File: src/rtl/secded_pkg.sv
// Shared types and width helpers for the SECDED block decoder.
// The STATS state exists only when SECDED_STATS_EN is defined.
package secded_pkg;

    typedef enum logic [1:0] {
        FLAG_CLEAN = 2'b00,
        FLAG_CORR  = 2'b01,
        FLAG_DBL   = 2'b10
    } flag_e;

`ifdef SECDED_STATS_EN
    typedef enum logic [2:0] {
        ST_IDLE,
        ST_READ,
        ST_DECODE,
        ST_WRITE,
        ST_STATS,
        ST_DONE
    } state_e;
`else
    typedef enum logic [2:0] {
        ST_IDLE,
        ST_READ,
        ST_DECODE,
        ST_WRITE,
        ST_DONE
    } state_e;
`endif

    // Legal payload widths 4, 11, 26 map onto 8, 16, 32-bit codewords.
    function automatic int cw_width(input int data_w);
        if (data_w <= 4)
            return 8;
        else if (data_w <= 11)
            return 16;
        return 32;
    endfunction

    // Index of the highest p(2^k) bit; the syndrome is one bit wider.
    function automatic int parity_count(input int data_w);
        return $clog2(cw_width(data_w)) - 1;
    endfunction

    function automatic int bytes_per_word(input int data_w);
        return cw_width(data_w) / 8;
    endfunction

endpackage

File: src/rtl/secded_block_decoder_if.sv
// Start/done handshake plus the byte-wide data-memory port of the decoder.
interface secded_block_decoder_if;
    logic       start;
    logic       done;
    logic [7:0] mem_addr;
    logic [7:0] mem_rd_data;
    logic [7:0] mem_wr_data;
    logic       mem_wr_en;

    modport master (
        input  start, mem_rd_data,
        output done, mem_addr, mem_wr_data, mem_wr_en
    );

    modport slave (
        output start, mem_rd_data,
        input  done, mem_addr, mem_wr_data, mem_wr_en
    );
endinterface

File: src/rtl/secded_decode_core.sv
// Combinational extended-Hamming check/correct: codeword in, {flag, data} out.
module secded_decode_core
    import secded_pkg::*;
#(
    parameter int DATA_W = 11
) (
    input  logic [cw_width(DATA_W)-1:0] codeword,
    output flag_e                       flag,
    output logic [DATA_W-1:0]           data
);
    localparam int CW = cw_width(DATA_W);
    localparam int SW = parity_count(DATA_W) + 1;

    logic [SW-1:0] syndrome;
    logic          overall;
    logic [CW-1:0] fixed;
    logic [CW-1:0] work;
    int            k;

    // NOTE: every variable gets a value before any branch, so no latch is inferred.
    always_comb begin
        syndrome = '0;
        overall  = 1'b0;
        data     = '0;
        k        = 0;

        work = codeword;
        for (int i = 0; i < CW; i++) begin
            if (work[0]) begin
                overall  = ~overall;
                syndrome = syndrome ^ SW'(i);
            end
            work = work >> 1;
        end

        // Odd overall parity means one flip at position s (s=0 is p0 itself).
        fixed = codeword ^ (CW'(overall) << syndrome);

        if (overall)
            flag = FLAG_CORR;
        else if (syndrome != '0)
            flag = FLAG_DBL;
        else
            flag = FLAG_CLEAN;

        work = fixed;
        for (int i = 0; i < CW; i++) begin
            if ((i & (i - 1)) != 0) begin
                data = data | (DATA_W'(work[0]) << k);
                k++;
            end
            work = work >> 1;
        end
    end

endmodule

File: src/rtl/secded_block_decoder.sv
// SECDED block decoder: reads N_MSG codewords, corrects them, writes flagged words.
// Define SECDED_STATS_EN to add clean/corrected/uncorrectable counters written at STATS_ADDR.
module secded_block_decoder
    import secded_pkg::*;
#(
    parameter int DATA_W     = 11,
    parameter int N_MSG      = 15,
    parameter int IN_BASE    = 30,
    parameter int OUT_BASE   = 0,
    parameter int STATS_ADDR = 64
) (
    input  logic                   clock,
    input  logic                   reset_n,
    secded_block_decoder_if.master bus
);
    localparam int CW    = cw_width(DATA_W);
    localparam int B     = bytes_per_word(DATA_W);
    localparam int IDX_W = (N_MSG > 1) ? $clog2(N_MSG) : 1;

    state_e           state_q, state_d;
    logic [IDX_W-1:0] idx_q, idx_d;
    logic [1:0]       byte_q, byte_d, byte_nxt;
    logic [CW-1:0]    cw_q, cw_d;
    logic [CW-1:0]    word_q, word_d;
    logic [7:0]       addr_q, addr_d;
    logic [7:0]       wdata_q, wdata_d;
    logic             wr_en_q, wr_en_d;
    logic             done_q, done_d;
    logic             last_byte, last_msg;

    flag_e            core_flag;
    logic [DATA_W-1:0] core_data;
    logic [CW-1:0]    core_word;

`ifdef SECDED_STATS_EN
    logic [7:0] n_clean_q, n_clean_d;
    logic [7:0] n_corr_q, n_corr_d;
    logic [7:0] n_dbl_q, n_dbl_d;
`endif

    secded_decode_core #(.DATA_W(DATA_W)) u_core (
        .codeword (cw_q),
        .flag     (core_flag),
        .data     (core_data)
    );

    assign core_word = (CW'(core_flag) << (CW - 2)) | CW'(core_data);
    assign byte_nxt  = byte_q + 2'd1;
    assign last_byte = (byte_q == 2'(B - 1));
    assign last_msg  = (idx_q == IDX_W'(N_MSG - 1));

    // Byte addresses wrap modulo 256 by truncation.
    function automatic logic [7:0] in_addr(input int i, input int j);
        return 8'(IN_BASE + B * i + j);
    endfunction

    function automatic logic [7:0] out_addr(input int i, input int j);
        return 8'(OUT_BASE + B * i + j);
    endfunction

    always_comb begin
        state_d = state_q;
        idx_d   = idx_q;
        byte_d  = byte_q;
        cw_d    = cw_q;
        word_d  = word_q;
        addr_d  = addr_q;
        wdata_d = wdata_q;
        wr_en_d = 1'b0;
        done_d  = done_q;
`ifdef SECDED_STATS_EN
        n_clean_d = n_clean_q;
        n_corr_d  = n_corr_q;
        n_dbl_d   = n_dbl_q;
`endif

        case (state_q)
            ST_IDLE, ST_DONE: begin
                if (bus.start) begin
                    state_d = ST_READ;
                    done_d  = 1'b0;
                    idx_d   = '0;
                    byte_d  = '0;
                    addr_d  = in_addr(0, 0);
`ifdef SECDED_STATS_EN
                    n_clean_d = '0;
                    n_corr_d  = '0;
                    n_dbl_d   = '0;
`endif
                end
            end

            ST_READ: begin
                cw_d = (cw_q & ~(CW'(8'hFF) << (8 * int'(byte_q))))
                     | (CW'(bus.mem_rd_data) << (8 * int'(byte_q)));
                if (last_byte) begin
                    state_d = ST_DECODE;
                    byte_d  = '0;
                end else begin
                    byte_d = byte_nxt;
                    addr_d = in_addr(int'(idx_q), int'(byte_nxt));
                end
            end

            ST_DECODE: begin
                word_d  = core_word;
                state_d = ST_WRITE;
                byte_d  = '0;
                wr_en_d = 1'b1;
                addr_d  = out_addr(int'(idx_q), 0);
                wdata_d = core_word[7:0];
`ifdef SECDED_STATS_EN
                case (core_flag)
                    FLAG_CLEAN: if (n_clean_q != 8'hFF) n_clean_d = n_clean_q + 8'd1;
                    FLAG_CORR:  if (n_corr_q != 8'hFF)  n_corr_d  = n_corr_q + 8'd1;
                    default:    if (n_dbl_q != 8'hFF)   n_dbl_d   = n_dbl_q + 8'd1;
                endcase
`endif
            end

            ST_WRITE: begin
                if (last_byte) begin
                    byte_d = '0;
                    if (last_msg) begin
`ifdef SECDED_STATS_EN
                        state_d = ST_STATS;
                        wr_en_d = 1'b1;
                        addr_d  = 8'(STATS_ADDR);
                        wdata_d = n_clean_q;
`else
                        state_d = ST_DONE;
                        done_d  = 1'b1;
`endif
                    end else begin
                        state_d = ST_READ;
                        idx_d   = idx_q + IDX_W'(1);
                        addr_d  = in_addr(int'(idx_q) + 1, 0);
                    end
                end else begin
                    byte_d  = byte_nxt;
                    wr_en_d = 1'b1;
                    addr_d  = out_addr(int'(idx_q), int'(byte_nxt));
                    wdata_d = 8'(word_q >> (8 * int'(byte_nxt)));
                end
            end

`ifdef SECDED_STATS_EN
            ST_STATS: begin
                if (byte_q == 2'd2) begin
                    state_d = ST_DONE;
                    done_d  = 1'b1;
                    byte_d  = '0;
                end else begin
                    byte_d  = byte_nxt;
                    wr_en_d = 1'b1;
                    addr_d  = 8'(STATS_ADDR + int'(byte_nxt));
                    wdata_d = (byte_nxt == 2'd1) ? n_corr_q : n_dbl_q;
                end
            end
`endif

            default: state_d = ST_IDLE;
        endcase
    end

    // NOTE: sequential state uses non-blocking assignments so every flop samples pre-edge values.
    always_ff @(posedge clock or negedge reset_n) begin
        if (!reset_n) begin
            state_q <= ST_IDLE;
            idx_q   <= '0;
            byte_q  <= '0;
            cw_q    <= '0;
            word_q  <= '0;
            addr_q  <= '0;
            wdata_q <= '0;
            wr_en_q <= 1'b0;
            done_q  <= 1'b0;
`ifdef SECDED_STATS_EN
            n_clean_q <= '0;
            n_corr_q  <= '0;
            n_dbl_q   <= '0;
`endif
        end else begin
            state_q <= state_d;
            idx_q   <= idx_d;
            byte_q  <= byte_d;
            cw_q    <= cw_d;
            word_q  <= word_d;
            addr_q  <= addr_d;
            wdata_q <= wdata_d;
            wr_en_q <= wr_en_d;
            done_q  <= done_d;
`ifdef SECDED_STATS_EN
            n_clean_q <= n_clean_d;
            n_corr_q  <= n_corr_d;
            n_dbl_q   <= n_dbl_d;
`endif
        end
    end

    assign bus.done        = done_q;
    assign bus.mem_addr    = addr_q;
    assign bus.mem_wr_data = wdata_q;
    assign bus.mem_wr_en   = wr_en_q;

endmodule
File: src/flat_wrapper.sv
// flat-port wrapper written by rule: the top's interface ports become plain ports
module secded_block_decoder_flat import secded_pkg::*;
#(
    parameter int DATA_W     = 11,
    parameter int N_MSG      = 15,
    parameter int IN_BASE    = 30,
    parameter int OUT_BASE   = 0,
    parameter int STATS_ADDR = 64
)
  (clock, reset_n, bus_start, bus_mem_rd_data, bus_done, bus_mem_addr, bus_mem_wr_data, bus_mem_wr_en);
  secded_block_decoder_if bus_i ();
  input  logic clock;
  input  logic reset_n;
  input wire logic [$bits(bus_i.start)-1:0] bus_start;
  input wire logic [$bits(bus_i.mem_rd_data)-1:0] bus_mem_rd_data;
  output wire logic [$bits(bus_i.done)-1:0] bus_done;
  output wire logic [$bits(bus_i.mem_addr)-1:0] bus_mem_addr;
  output wire logic [$bits(bus_i.mem_wr_data)-1:0] bus_mem_wr_data;
  output wire logic [$bits(bus_i.mem_wr_en)-1:0] bus_mem_wr_en;
  assign bus_i.start = bus_start;
  assign bus_i.mem_rd_data = bus_mem_rd_data;
  assign bus_done = bus_i.done;
  assign bus_mem_addr = bus_i.mem_addr;
  assign bus_mem_wr_data = bus_i.mem_wr_data;
  assign bus_mem_wr_en = bus_i.mem_wr_en;
  secded_block_decoder #(.DATA_W(DATA_W), .N_MSG(N_MSG), .IN_BASE(IN_BASE), .OUT_BASE(OUT_BASE), .STATS_ADDR(STATS_ADDR)) u_core (.clock(clock), .reset_n(reset_n), .bus(bus_i));
endmodule
File: config.mk
export PLATFORM = sky130hd
export DESIGN_NAME = secded_block_decoder_flat
export DESIGN_NICKNAME = d
export VERILOG_FILES = /design/src/rtl/secded_pkg.sv /design/src/rtl/secded_block_decoder_if.sv /design/src/rtl/secded_decode_core.sv /design/src/rtl/secded_block_decoder.sv /design/src/flat_wrapper.sv
export SDC_FILE = /design/constraint.sdc
export NUM_CORES = 1
export LEC_CHECK = 0
export ABC_AREA = 1
export BUFFER_PORTS_ARGS = -buffer_cell sky130_fd_sc_hd__buf_2
export CORE_UTILIZATION = 40
export CTS_CLUSTER_DIAMETER = 120
export CTS_CLUSTER_SIZE = 30
export DETAILED_ROUTE_END_ITERATION = 16
export PLACE_DENSITY = 0.61
export SLEW_MARGIN = 10
export SYNTH_ARGS = -nofsm -noshare
export SYNTH_HDL_FRONTEND = slang
export SYNTH_SLANG_ARGS = --single-unit
File: constraint.sdc
create_clock -name clock -period 3.35 [get_ports clock]
set_clock_uncertainty 0.05 [all_clocks]
set_input_delay 0.67 -clock clock [delete_from_list [all_inputs] [get_ports clock]]
set_output_delay 0.67 -clock clock [all_outputs]
set_load 0.02 [all_outputs]
==> flow_metrics.env, run 1 <==
export IMPL_area_growth_pct=9.31
export IMPL_drt_initial_drc_count=183
export IMPL_cts_buffers=5
export IMPL_endpoint_kind="register"
export IMPL_post_cts_resized=0
export IMPL_ir_drop_mv=0.148
export IMPL_avgSynthCellArea_um2=7.39
export IMPL_tightest_slew_ns=0.843
export IMPL_hpwl_mm=6.62
export IMPL_ys_warn_count=0
export IMPL_clkLatencyLatePin_ns=0.32
export IMPL_tns_ns=0
export IMPL_cts_sinks=55
export IMPL_drcViolationCount=0
export IMPL_critical_path_max_fanout=12
export IMPL_fin_area_mm2=0.00383
export IMPL_start_kind="register"
export IMPL_drive_gt1_share_pct=10.8
export IMPL_postSynth_asyncResetShare_pct=100
export IMPL_power_density_mw_per_mm2=388
export IMPL_clk_path_buf_depth=2
export IMPL_die_area_mm2=0.00915
export IMPL_gp_congestion=0.901
export IMPL_syn_cell_area_mm2=0.00351
export IMPL_grt_usage_pct=20.9
export IMPL_finalMaxSlewViolations=0
export IMPL_status="finished, final reports clean"
export IMPL_placeableCoreArea_mm2=0.00834
export IMPL_synth_seq_cells=55
export IMPL_grt_max_degree=36
export IMPL_die_y_um=95.7
export IMPL_grt_first_pass_wirelength_mm=14.5
export IMPL_portBuffers=27
export IMPL_grt_ovfl_total=0
export IMPL_grt_pass1_vias=2943
export IMPL_wirelength_mm=8.73
export IMPL_critPathArrivalTime_ns=2.95
export IMPL_htreeDepth=2
export IMPL_ant_nets=0
export IMPL_required_ns=3.52
export IMPL_rows=33
export IMPL_ys_types=36
export IMPL_placed_area_mm2=0.00374
export IMPL_rsz0062_at_grt="no"
export IMPL_dr_total_vias=3114
export IMPL_cts_tree="built"
export IMPL_insertedDiodeCount=0
export IMPL_min_period_ns=2.78
export IMPL_antenna_found_initial=0
export IMPL_seq_area_frac_synth_pct=39.2
export IMPL_syn_nets=501
export IMPL_vias_per_cell=5.14
export IMPL_start_util_pct=42.1
export IMPL_n_fill_cell=864
export IMPL_clk_pin_slew_ns=0.12
export IMPL_fmax_mhz=360
export IMPL_finalHoldViolCount=0
export IMPL_clockRootBuffer="clkbuf_8"
export IMPL_ys_flop_type="dfrtp_1"
export IMPL_slew_headroom_pct=43.6
export IMPL_cap_violations=0
export IMPL_synth_edf_count=0
export IMPL_holdBufCountCts=0
export IMPL_io_pin_count=29
export IMPL_synth_cells=475
export IMPL_wire_per_inst_um=14.4
export IMPL_finalSetupViolations=0
export IMPL_crit_type="register to register"
export IMPL_drtPass1Iterations=4
export IMPL_fin_crit_sh_pct=83.0
export IMPL_nets=526
export IMPL_dieWidth_um=95.7
export IMPL_cts_setup_buffers=0
export IMPL_timing_hold_worst_class="primary input to async pin"
export IMPL_p_leak_nw=2.05
[critical path: stages (launching register included)]
cell and delay [ns]:
dfrtp_1 0.56, inv_1 0.21, ha_1 0.42, inv_1 0.07
ha_1 0.18, inv_1 0.05, ha_1 0.14, inv_1 0.06
fa_1 0.41, xnor2_1 0.15, a21oi_1 0.14, o2111ai_1 0.12
o21a_1 0.13
[area by class of cell]
type                            instances  area [um^2]  area share (%)
Sequential cell                        55         1380            35.9
Clock buffer                            5         68.8            1.79
Tap cell                              105          131            3.43
Inverter                               64          240            6.26
Clock inverter                          3         25.0           0.653
Multi-Input combinational cell        345         1840            48.1
Timing Repair Buffer                   29          150            3.92
[cell usage in the layout (no fill, tap or decap), types with 2 or more instances in the layout]
| cell | count |
|---|---|
| xnor2_1 | 10 |
| buf_2 | 27 |
| nor2_2 | 5 |
| nor3_1 | 4 |
| inv_2 | 4 |
| dfrtp_1 | 55 |
| xor2_1 | 13 |
| a21oi_1 | 14 |
| xnor2_2 | 3 |
| nand4_1 | 3 |
| nor2_1 | 31 |
| o2111ai_1 | 4 |
| o21a_1 | 2 |
| inv_1 | 60 |
| buf_4 | 2 |
| o21ai_0 | 20 |
| o221ai_1 | 2 |
| nand3_1 | 43 |
| clkbuf_8 | 5 |
| nand2_1 | 146 |
| inv_6 | 2 |
| o22ai_1 | 17 |
| ha_1 | 14 |
[logic make-up (layout without fill, tap and decap cells)]
group | after synthesis | after routing | synth area share (%)
XOR/XNOR | 26 | 26 | 7.13
buffers and inverters | 75 | 101 | 8.38
AO/OA/AOI/OAI | 64 | 64 | 10.9
adder cells (fa/ha/maj) | 15 | 15 | 5.56
AND/OR/NAND/NOR | 239 | 239 | 28.7
other | 1 | 1 | 0.107
flip-flops | 55 | 55 | 39.2
[path summary, 6_finish.rpt]
path | from | endpoint | slack [ns] | cells past startpoint
worst max-delay path | u_core.byte_q[0] | u_core.bus.mem_addr[4] | 0.57 | 12
worst min-delay path | reset_n | u_core.cw_q[5] | 0.39 | 1
worst max register to register | u_core.byte_q[0] | u_core.bus.mem_addr[4] | 0.57 | 12
worst min register to register | u_core.bus.mem_addr[0] | u_core.bus.mem_addr[0] | 0.44 | 2
max in group asynchronous | reset_n | u_core.bus.mem_addr[5] | 2.05 | 2
min in group clock | u_core.bus.mem_addr[0] | u_core.bus.mem_addr[0] | 0.44 | 2
[synth_stat cells (2+ instances only)]
cell / number / share of area [%]
o22ai_1: 17 / 3.0
buf_2: 4 / 0.57
nor2_2: 5 / 0.89
nor2_1: 31 / 3.3
inv_1: 60 / 6.4
inv_2: 4 / 0.43
clkbuf_1: 4 / 0.43
nand3_1: 43 / 6.1
o21ai_0: 20 / 2.9
nand4_1: 3 / 0.54
xor2_1: 13 / 3.2
o21a_1: 2 / 0.43
xnor2_1: 10 / 2.5
dfrtp_1: 55 / 39
xnor2_2: 3 / 1.4
a21oi_1: 14 / 2.0
o221ai_1: 2 / 0.50
nand2_1: 146 / 16
o2111ai_1: 4 / 1.0
buf_4: 2 / 0.43
nor3_1: 5 / 0.71
ha_1: 14 / 5.0
[report_power, final]
part           internal [mW]  switching, mW  leakage, nW
registers              0.711         0.0364        0.649
logic                  0.118          0.228         1.36
clock network          0.153          0.243       0.0452
total                  0.982          0.507         2.05
[state kept, by name (all words and copies together) (netlist names)]
register,flops
u_core.bus.mem_wr_en,1
u_core.state_q,3
u_core.word_q,13
u_core.bus.mem_addr,7
u_core.bus.mem_wr_data,8
u_core.idx_q,4
u_core.cw_q,16
u_core.byte_q,2
u_core.bus.done,1
[per-stage QoR]
step | util (%) | setup WS (ns) | instances | total power [mW] | hold WS, ns
2_1_floorplan | - | 1.12 | 475 | 1.02 | 0.324
3_3_place_gp | 44.9 | 0.773 | 598 | 1.10 | 0.414
3_5_place_dp | 44.9 | 0.651 | 598 | 1.11 | 0.414
4_1_cts | 46.0 | 0.590 | 606 | 1.51 | 0.414
5_1_grt | 46.0 | 0.407 | 606 | 1.59 | 0.454
6_report | 46.0 | 0.569 | 606 | 1.49 | 0.391
[per-layer routing]
layer  wire length [um]  share of wire, %  up-vias  global-route usage [%]
met2               4200                48       50                    35.4
met1               4160                48     1485                    28.5
met4                 63              0.72        0                    3.86
met5                  0                 0        -                       0
met3                307               3.5        6                    2.95
li1                   -                 -     1573                       -
Note: power is estimated with default switching activity, not from simulation.
==> inputs of run 2 (changes only) <==
ABC_AREA = 0   (was 1)
PLACE_DENSITY = 0.63   (was 0.61)
clock period = 2.3 ns   (was 3.35 ns; I/O delays follow)
==> flow_metrics.env, run 2 <==
export IMPL_final_common_cell="nand2_1"
export IMPL_top_register="u_core.cw_q"
export IMPL_path_cells="xor3_2 -> xor2_4 -> mux2i_2 -> o22ai_2 -> nand2_1 -> xor2_2 -> o221ai_1"
export IMPL_cts_buffers=5
export IMPL_clk_path_buf_depth=2
export IMPL_grt_usage_pct=18.3
export IMPL_avgSynthCellArea_um2=9.49
export IMPL_htreeDepth=2
export IMPL_dr_total_vias=2747
export IMPL_grt_max_degree=34
export IMPL_yosys_area_top_type_share_pct=40.2
export IMPL_critical_path_max_fanout=4
export IMPL_clkLatencyLatePin_ns=0.32
export IMPL_drcViolationCount=0
export IMPL_cpMaxStageDelayCell="xor3_2"
export IMPL_finalSetupViolations=0
export IMPL_seq_area_frac_synth_pct=40.2
export IMPL_area_growth_pct=20.5
export IMPL_dieWidth_um=94.5
export IMPL_synth_cells=361
export IMPL_die_area_mm2=0.00894
export IMPL_finalHoldViolCount=0
export IMPL_critPathArrivalTime_ns=2.42
export IMPL_synth_area_leader_cell="dfrtp_1"
export IMPL_required_ns=2.43
export IMPL_hpwl_mm=5.66
export IMPL_start_kind="register"
export IMPL_portBuffers=27
export IMPL_path_buf_inv=0
export IMPL_slew_headroom_pct=58.1
export IMPL_largest_reg_flops=16
export IMPL_syn_cell_area_mm2=0.00343
export IMPL_vias_per_cell=5.35
export IMPL_synth_common_cells="62 x nand2_1, 55 x dfrtp_1, 22 x o21ai_0, 22 x xnor2_1, 19 x a22o_1"
export IMPL_clk_pin_slew_ns=0.10
export IMPL_grt_ovfl_total=0
export IMPL_finalMaxSlewViolations=0
export IMPL_gp_congestion=0.873
export IMPL_start_util_pct=41.5
export IMPL_placedCellCount=497
export IMPL_clockRootBuffer="clkbuf_8"
export IMPL_rows=33
export IMPL_nets=433
export IMPL_tightest_slew_ns=0.628
export IMPL_io_pin_count=29
export IMPL_cts_sinks=55
export IMPL_layout_common_cells="61 x nand2_1, 50 x dfrtp_1, 29 x buf_4"
export IMPL_synth_most_common_cell="nand2_1"
export IMPL_timing_hold_worst_class="primary input to async pin"
export IMPL_rsz0062_at_grt="yes"
export IMPL_fin_crit_sh_pct=99.7
export IMPL_synth_edf_count=0
export IMPL_grt_pass1_vias=2545
export IMPL_drtPass1Iterations=4
export IMPL_synthTopCellsByArea="dfrtp_1 40%, nand2_1 6.8%, xnor2_1 5.6%"
export IMPL_synth_seq_cells=55
export IMPL_cts_tree="built"
export IMPL_grt_first_pass_wirelength_mm=12.8
export IMPL_ys_warn_count=0
export IMPL_syn_nets=387
export IMPL_wirelength_mm=7.82
export IMPL_antenna_found_initial=0
export IMPL_endpoint_kind="register"
export IMPL_fmax_mhz=436
export IMPL_postLayoutCoreUtil_pct=50.0
export IMPL_drive_gt1_share_pct=25.7
export IMPL_insertedDiodeCount=0
export IMPL_min_period_ns=2.29
export IMPL_crit_type="register to register"
export IMPL_cap_violations=0
export IMPL_postSynth_asyncResetShare_pct=100
export IMPL_ant_nets=0
export IMPL_ys_flop_type="dfrtp_1"
export IMPL_final_cells=513
export IMPL_drt_initial_drc_count=130
export IMPL_placeableCoreArea_mm2=0.00826
export IMPL_path_delay_family="XOR/XNOR gates"
export IMPL_ys_types=51
export IMPL_crit_path_max_incr_delay_ns=0.54
export IMPL_wire_per_inst_um=15.2
export IMPL_die_y_um=94.5
export IMPL_status="finished, final reports clean"
-- run 2: logic make-up after synthesis --
logic type      count (synthesis)  share of synthesized area (%)
mux                            12                           3.51
simple gates                  112                           14.5
compound gates                 88                           17.5
buf+inv                        31                           3.62
other cells                     1                          0.109
fa+ha+maj                      15                           5.70
flops                          55                           40.2
xor+xnor                       47                           15.0
-- run 2: layout make-up --
class | instances | area [um^2]
inverter | 13 | 51.3
sequential | 55 | 1380
clock inverter | 1 | 8.76
fill | 752 | 4130
tap | 105 | 131
timing repair buffer | 57 | 373
multi-input combinational | 275 | 2090
clock buffer | 7 | 86.3
-- run 2: what timing repair did --
item | CTS | global route
setup endpoints to repair | 2 | 20
pin swaps | 0 | 9
buffers inserted | 0 | 8
hold buffers | 0 | 0
gates resized for setup | 1 | 34
-- run 2: path summary, 6_finish.rpt --
path,depth (start not counted),startpoint,endpoint,slack (ns)
worst max-delay path,7,u_core.cw_q[3],u_core.bus.mem_wr_data[1],0.008
worst min-delay path,1,reset_n,u_core.word_q[14],0.09
worst max register to register,7,u_core.cw_q[3],u_core.bus.mem_wr_data[1],0.008
worst min register to register,2,u_core.word_q[2],u_core.word_q[2],0.44
max in group asynchronous,2,reset_n,u_core.bus.mem_addr[6],1.53
min in group clock,2,bus_mem_rd_data[2],u_core.cw_q[10],0.32
-- run 2: stage by stage --
stage,cell area (um^2),hold WS [ns],setup WS [ns],setup TNS [ns]
after floorplan,3450,0.114,0.0174,0
after global placement,3810,0.411,0.0391,0
after detailed placement,3810,0.420,0.0316,0
after CTS,3900,0.106,0.00691,0
after global routing,4130,0.119,-0.0569,-0.159
final,4130,0.0870,0.00767,0
-- run 2: metal layers --
layer	track usage (%)	routed length, um
met4	5.05	126
met1	28.0	3910
met2	26.1	3470
met5	0	0
met3	3.70	313
Power of run 2 is left out: the tool's default activity adds up to more than one toggle a clock period on the data nets, which glitch-free logic cannot reach.
